[config.mk]
export PLATFORM = sky130hd
export DESIGN_NAME = pow8_sum_ser
export DESIGN_NICKNAME = d
export VERILOG_FILES = /design/src/rtl/pow8_pkg.sv /design/src/rtl/pow8_sum_ser.sv
export SDC_FILE = /design/constraint.sdc
export NUM_CORES = 1
export LEC_CHECK = 0
export ABC_AREA = 1
export CORE_ASPECT_RATIO = 1.1
export CORE_MARGIN = 2
export CORE_UTILIZATION = 55
export DETAILED_ROUTE_END_ITERATION = 6
export PLACE_DENSITY_LB_ADDON = 0.1
export SYNTH_ARGS = -nofsm -noshare
export SYNTH_HDL_FRONTEND = slang
export SYNTH_SLANG_ARGS = --single-unit
[constraint.sdc]
create_clock -name clk -period 4.8 [get_ports clk]
set_input_delay 0.72 -clock clk [delete_from_list [all_inputs] [get_ports clk]]
set_output_delay 0.72 -clock clk [all_outputs]
set_load 0.05 [all_outputs]
[src/rtl/pow8_pkg.sv]
// Shared definitions for the pow8 result stream blocks.
//   sum_ser_state_t : sequencing states of the group-sum serializer
//   POW8_W / BUS_W  : pow8 result width and bus-side word width
//   cnt_width()     : beat-counter width for a group size (at least 1 bit)
package pow8_pkg;

  localparam int unsigned POW8_W = 64;
  localparam int unsigned BUS_W  = 32;

  typedef enum logic [1:0] {
    ACC,
    OUT_LO,
    OUT_HI
  } sum_ser_state_t;

  function automatic int unsigned cnt_width(input int unsigned n);
    return (n > 1) ? $clog2(n) : 1;
  endfunction

endpackage

[src/rtl/pow8_sum_ser.sv]
// pow8_sum_ser: sums groups of N_BEATS 64-bit pow8 results (mod 2^64) and
// emits each group sum as two 32-bit words, low word first, high word with
// m_last.
// Ports:
//   clk, rst          : clock, synchronous active-high reset
//   s_valid/s_ready   : input handshake, s_data is the 64-bit result
//   m_valid/m_ready   : output handshake, m_data is the 32-bit sum word
//   m_last            : marks the high (final) word of a group
// s_ready, m_valid, m_last and m_data are decoded from registered state only.
module pow8_sum_ser
  import pow8_pkg::*;
#(
  parameter int unsigned N_BEATS = 4
) (
  input  logic              clk,
  input  logic              rst,
  input  logic              s_valid,
  output logic              s_ready,
  input  logic [POW8_W-1:0] s_data,
  output logic              m_valid,
  input  logic              m_ready,
  output logic [BUS_W-1:0]  m_data,
  output logic              m_last
);

  localparam int unsigned          CNT_W    = cnt_width(N_BEATS);
  localparam logic [CNT_W-1:0]     CNT_LAST = CNT_W'(N_BEATS - 1);

  sum_ser_state_t    state_q, state_d;
  logic [POW8_W-1:0] acc_q, acc_d;
  logic [POW8_W-1:0] sum_q, sum_d;
  logic [CNT_W-1:0]  cnt_q, cnt_d;
  logic [POW8_W-1:0] acc_next;

  // Wrap-around add; carry out of bit 63 is intentionally dropped.
  assign acc_next = acc_q + s_data;

  always_comb begin
    state_d = state_q;
    acc_d   = acc_q;
    sum_d   = sum_q;
    cnt_d   = cnt_q;
    s_ready = 1'b0;
    m_valid = 1'b0;
    m_last  = 1'b0;
    m_data  = '0;
    unique case (state_q)
      ACC: begin
        s_ready = 1'b1;
        if (s_valid) begin
          if (cnt_q == CNT_LAST) begin
            sum_d   = acc_next;
            acc_d   = '0;
            cnt_d   = '0;
            state_d = OUT_LO;
          end else begin
            acc_d = acc_next;
            cnt_d = cnt_q + CNT_W'(1);
          end
        end
      end
      OUT_LO: begin
        m_valid = 1'b1;
        m_data  = sum_q[BUS_W-1:0];
        if (m_ready) state_d = OUT_HI;
      end
      OUT_HI: begin
        m_valid = 1'b1;
        m_last  = 1'b1;
        m_data  = sum_q[POW8_W-1:BUS_W];
        if (m_ready) state_d = ACC;
      end
      default: state_d = ACC;
    endcase
  end

  always_ff @(posedge clk) begin
    if (rst) begin
      state_q <= ACC;
      acc_q   <= '0;
      sum_q   <= '0;
      cnt_q   <= '0;
    end else begin
      state_q <= state_d;
      acc_q   <= acc_d;
      sum_q   <= sum_d;
      cnt_q   <= cnt_d;
    end
  end

endmodule

==> impl_metrics.env, run 1 <==
export IMPL_avgViaCountPerCell=5.25
export IMPL_dpl_hpwl_um=30700
export IMPL_synth_edf_count=0
export IMPL_grt_overflow_total=0
export IMPL_ys_seq_elements=132
export IMPL_setup_viol=0
export IMPL_grt_pass1_wl_um=60200
export IMPL_rows=55
export IMPL_cts_buffers_inserted=17
export IMPL_die_area_um2=21700
export IMPL_drive_above_1_share=0.0435
export IMPL_status="complete, but fails checks"
export IMPL_core_um2=20400
export IMPL_hold_path_class="flip-flop to flip-flop"
export IMPL_max_freq_mhz=265
export IMPL_cts_buffer_depth=2
export IMPL_cts_setup_buffers=0
export IMPL_place_area_um2=12500
export IMPL_startpoint_type="flip-flop"
export IMPL_setup_tns_ns=0
export IMPL_die_w_um=141
export IMPL_final_common_cell="nand2_1"
export IMPL_grt_pass1_vias=11500
export IMPL_cap_violations=0
export IMPL_clock_latency_ns=0.44
export IMPL_ant_nets=0
export IMPL_layout_common_cells="nand2_1, inv_1, a21oi_1"
export IMPL_yosysWarnings=0
export IMPL_avgSynthCellArea_um2=5.59
export IMPL_track_usage=0.357
export IMPL_die_h_um=154
export IMPL_synth_flop_cell="dfxtp_1"
export IMPL_dr_pass1_iters=7
export IMPL_leakagePower_nw=7.37
export IMPL_path_clk_slew_ns=0.07
export IMPL_report_power_total_mw=6.43
export IMPL_worst_setup_path_end_kind="primary output"
export IMPL_hold_violations=0
export IMPL_initial_utilization=0.555
export IMPL_root_buffer="clkbuf_16"
export IMPL_violations="design-rule violations"
export IMPL_cts_tree="built"
export IMPL_postSynth_asyncResetShare=0
export IMPL_antenna_found_initial=0
export IMPL_rsz0062_at_grt="false"
export IMPL_totalWireLength_um=38800
export IMPL_port_buffer_count=102
export IMPL_synth_seq_area_share=0.234
export IMPL_synth_area_um2=11300
export IMPL_syn_num_nets=2160
export IMPL_crit_arrival_ns=3.05
export IMPL_ctsResizeCount=0
export IMPL_tightest_slew_ns=1.05
export IMPL_cp_max_fo=28
export IMPL_wl_per_cell_um=16.4
export IMPL_relSlewSlack=0.297
export IMPL_n_fill_cell=2070
export IMPL_vdd_ir_drop_max_v=0.000308
export IMPL_period_share=0.785
export IMPL_clock_sinks=132
export IMPL_power_density_nw_per_um2=489
export IMPL_finalClockSkew_ns=0.0147
export IMPL_crit_required_ns=4.08
export IMPL_drt_iter0_markers=1096
export IMPL_synthCells=2023
export IMPL_drc=5
export IMPL_diodes=0
export IMPL_post_synth_num_cell_types=34
export IMPL_drv_slew=0
export IMPL_htree_levels=4
export IMPL_final_design_area_no_fill_um2=13100
export IMPL_holdBufCountCts=0
export IMPL_hold_worst_slack_ns=0.469
export IMPL_io_pins=103
export IMPL_area_growth_pct=16.2
export IMPL_min_period_ns=3.77
export IMPL_place_gp_congestion=1.03
export IMPL_nets=2237
export IMPL_routed_via_count=12400
export IMPL_crit_type="flip-flop to primary output"
export IMPL_grt_max_degree=98
-- sequential cells by signal (all words and copies together), names as in the netlist --
signal / cells
state_q: 2
acc_q: 64
cnt_q: 2
sum_q: 64
-- worst max-delay path, stage by stage, from the launching register on --
cell             delay, ns
dfxtp_1               0.34
inv_1                 0.09
ha_1                  0.85
nand2_1               0.16
a21oi_1               0.29
clkdlybuf4s50_1       0.87
-- cells by family after synthesis --
family          synth area share
xor+xnor                  0.0233
fa+ha+maj                 0.0771
flops                      0.234
compound gates             0.124
simple gates               0.389
buf+inv                    0.153
-- power by group --
group | internal, mW | switching [mW] | total, mW
clock | 0.836 | 0.589 | 1.42
combinational | 1.04 | 2.49 | 3.53
sequential | 1.32 | 0.155 | 1.48
-- Yosys cell counts (23+ instances only) --
master,count,area (um^2)
xor2_1,29,254
nand2_1,854,3210
o21bai_1,30,225
o21a_1,23,173
inv_1,398,1490
nor2_1,98,368
a21oi_1,138,691
nand3_1,72,360
clkbuf_1,41,154
dfxtp_1,132,2640
ha_1,68,851
o21ai_0,44,220
-- worst paths after layout --
check / from / endpoint / slack (ns) / cells past startpoint
worst min-delay path: acc_q[13] / acc_q[13] / 0.47 / 2
worst max-delay path: state_q[0] / m_data[24] / 1.03 / 5
worst max register to register: state_q[1] / acc_q[20] / 2.04 / 7
worst min register to register: acc_q[13] / acc_q[13] / 0.47 / 2
-- metal layers --
metal | global-route usage | routed length (um)
met5 | 0 | 0
met3 | 0.0514 | 3090
met4 | 0.242 | 2900
met1 | 0.427 | 15100
met2 | 0.593 | 17700
-- stage by stage --
| step | cells | utilization | worst slack (ns) |
|---|---|---|---|
| floorplan | 2023 | - | 1.85 |
| global placement | 2337 | 0.614 | 1.42 |
| detailed placement | 2337 | 0.614 | 1.46 |
| CTS | 2369 | 0.645 | 1.02 |
| global route | 2369 | 0.645 | 0.848 |
| finish | 2369 | 0.645 | 1.03 |
-- cell type report --
type,count,area [um^2],area share
clock buffers,18,429,0.0327
clock inverters,14,193,0.0147
inverters,406,1520,0.116
multi-input cells,1433,6950,0.529
flip-flops and latches,132,2640,0.201
well taps,256,320,0.0244
repair buffers,110,1080,0.0819
No activity file was read; power rests on OpenSTA's default activity.
==> run 2: changes to the inputs <==
--- a/config.mk
+++ b/config.mk
@@ -8,7 +8,7 @@
 export ABC_AREA = 1
 export CORE_ASPECT_RATIO = 1.1
 export CORE_MARGIN = 2
-export CORE_UTILIZATION = 55
+export CORE_UTILIZATION = 54
 export DETAILED_ROUTE_END_ITERATION = 6
 export PLACE_DENSITY_LB_ADDON = 0.1
 export SYNTH_ARGS = -nofsm -noshare
==> constraint.sdc (replaced) <==
create_clock -name clk -period 3.2 [get_ports clk]
set_input_delay 0.48 -clock clk [delete_from_list [all_inputs] [get_ports clk]]
set_output_delay 0.48 -clock clk [all_outputs]
set_load 0.05 [all_outputs]
==> run 2 against run 1 <==
Net effect:
- the flow now finishes without violations
- combinational power rose by 55%
- utilization fell by 0.49 points
- highest routed layer unchanged
- first-iteration DRC count fell by 7.7%
- setup slack got worse by 0.56 ns
==> impl_metrics.env, run 2 (synthesized netlist as in run 1, its figures left out) <==
export IMPL_status="finished clean"
export IMPL_timing_critical_path_mode_cell="nand2_1"
export IMPL_met2_usage=0.607
export IMPL_dpl_hpwl_um=31400
export IMPL_power_density_nw_per_um2=734
export IMPL_cap_violations=0
export IMPL_core_um2=20600
export IMPL_nets=2255
export IMPL_min_from="acc_q[11]"
export IMPL_die_area_um2=22100
export IMPL_clock_sinks=132
export IMPL_diodes=0
export IMPL_avgViaCountPerCell=5.19
export IMPL_area_growth_pct=16.5
export IMPL_r2r_start="acc_q[0]"
export IMPL_rsz0062_at_grt="false"
export IMPL_largestRegisters="acc_q (64), sum_q (64)"
export IMPL_slowest_delay_ns=0.45
export IMPL_worstSetupStartpoint="s_data[0]"
export IMPL_ctsResizeCount=0
export IMPL_cts_buffers_inserted=17
export IMPL_vdd_ir_drop_max_v=0.000465
export IMPL_wl_per_cell_um=16.6
export IMPL_startpoint_type="input port"
export IMPL_clock_latency_ns=0.44
export IMPL_root_buffer="clkbuf_16"
export IMPL_met3_usage=0.0503
export IMPL_hold_violations=0
export IMPL_internal_power_mw=4.78
export IMPL_setup_tns_ns=0
export IMPL_final_util=0.640
export IMPL_port_buffer_count=102
export IMPL_drc=0
export IMPL_die_h_um=156
export IMPL_min_period_ns=2.72
export IMPL_critical_path_cell_chain="clkdlybuf4s50_1, ha_1, fa_1, nand3_1, nand3_2, nand3_1, nand3b_1, nand2_1, nand2_1, xor2_1, nand2_1, a21oi_1"
export IMPL_drive_above_1_share=0.0666
export IMPL_htree_levels=4
export IMPL_leakagePower_nw=7.51
export IMPL_holdBufCountCts=0
export IMPL_final_common_cell="nand2_1"
export IMPL_relSlewSlack=0.404
export IMPL_use_met1=0.432
export IMPL_p_sw_frac=0.505
export IMPL_rows=55
export IMPL_finalClockSkew_ns=0.0143
export IMPL_totalWireLength_um=39700
export IMPL_cp_max_fo=4
export IMPL_crit_arrival_ns=3.08
export IMPL_power_frac_clock=0.205
export IMPL_grt_busiest_layer="met2"
export IMPL_cts_buffer_depth=2
export IMPL_grt_max_degree=67
export IMPL_cts_tree="built"
export IMPL_drt_iter0_markers=1012
export IMPL_seqPwrFrac=0.230
export IMPL_worst_setup_path_end_kind="flip-flop"
export IMPL_dr_pass1_iters=6
export IMPL_path_clk_slew_ns=0.06
export IMPL_n_fill_cell=2052
export IMPL_placed_cells=2355
export IMPL_period_share=0.851
export IMPL_antenna_found_initial=0
export IMPL_place_gp_congestion=0.993
export IMPL_routed_via_count=12400
export IMPL_stdcell_count=2387
export IMPL_p_comb_frac=0.565
export IMPL_io_pins=103
export IMPL_drv_slew=0
export IMPL_crit_type="input port to flip-flop"
export IMPL_setup_viol=0
export IMPL_grt_pass1_wl_um=61900
export IMPL_hold_path_class="flip-flop to flip-flop"
export IMPL_ant_nets=0
export IMPL_tightest_slew_ns=0.894
export IMPL_grt_pass1_vias=11700
export IMPL_crit_required_ns=3.56
export IMPL_cp_slowest_cell="fa_1"
export IMPL_initial_utilization=0.549
export IMPL_layout_common_cells="nand2_1, inv_1, a21oi_1"
export IMPL_track_usage=0.366
export IMPL_cts_setup_buffers=0
export IMPL_grt_overflow_total=0
export IMPL_die_w_um=142
export IMPL_max_freq_mhz=367
export IMPL_p_sw_mw=4.89
run 2: cell count changes in the layout (fill, tap and decap cells not counted), sizes merged:
cell and change:
buf +50, bufinv -2, clkdlybuf4s50 -32, clkinvlp +2
run 2: layout make-up:
type | count | area (um^2) | area share
multi-input combinational | 1433 | 6950 | 0.528
sequential | 132 | 2640 | 0.201
inverter | 406 | 1520 | 0.116
timing repair buffer | 128 | 1160 | 0.0878
clock buffer | 18 | 429 | 0.0326
tap | 256 | 320 | 0.0243
clock inverter | 14 | 145 | 0.0110
run 2: critical path: cells and delay by family:
kind                       cells  cell delay [ns]
and+or+nand+nor                7             0.89
xor gates and xnor gates       1             0.45
AOI/OAI and AO/OA              1             0.13
buffers and inverters          1             0.40
adders and majority gates      2             0.72
run 2: final timing paths:
check	to	slack, ns	depth (start not counted)
max	acc_q[28]	0.48	12
min	acc_q[11]	0.47	2
max reg2reg	acc_q[28]	0.63	11
min reg2reg	acc_q[11]	0.47	2
run 2: stage by stage:
step / area [um^2] / setup slack (ns) / hold WS (ns) / total power [mW]
global route: 13200 / 0.395 / 0.483 / 10.3
CTS: 13200 / 0.473 / 0.469 / 9.57
finish: 13200 / 0.476 / 0.469 / 9.67
floorplan: 11300 / 0.493 / 0.443 / 5.74
global placement: 12600 / 0.0883 / 0.455 / 7.55
detailed placement: 12600 / 0.105 / 0.459 / 7.59
run 2: metal layers:
metal | vias up | wire length [um]
met5 | - | 0
met4 | 0 | 3360
met3 | 141 | 2410
met2 | 490 | 17900
met1 | 5453 | 16100
li1 | 6313 | -
run 2: power groups by stage:
stage | Combinational [mW] | Sequential (mW) | Clock, mW
after floorplan | 3.59 | 2.15 | 0
after global routing | 6.01 | 2.25 | 2.06
final | 5.46 | 2.22 | 1.98
after detailed placement | 5.34 | 2.25 | 0
after global placement | 5.32 | 2.24 | 0
after CTS | 5.37 | 2.21 | 1.99
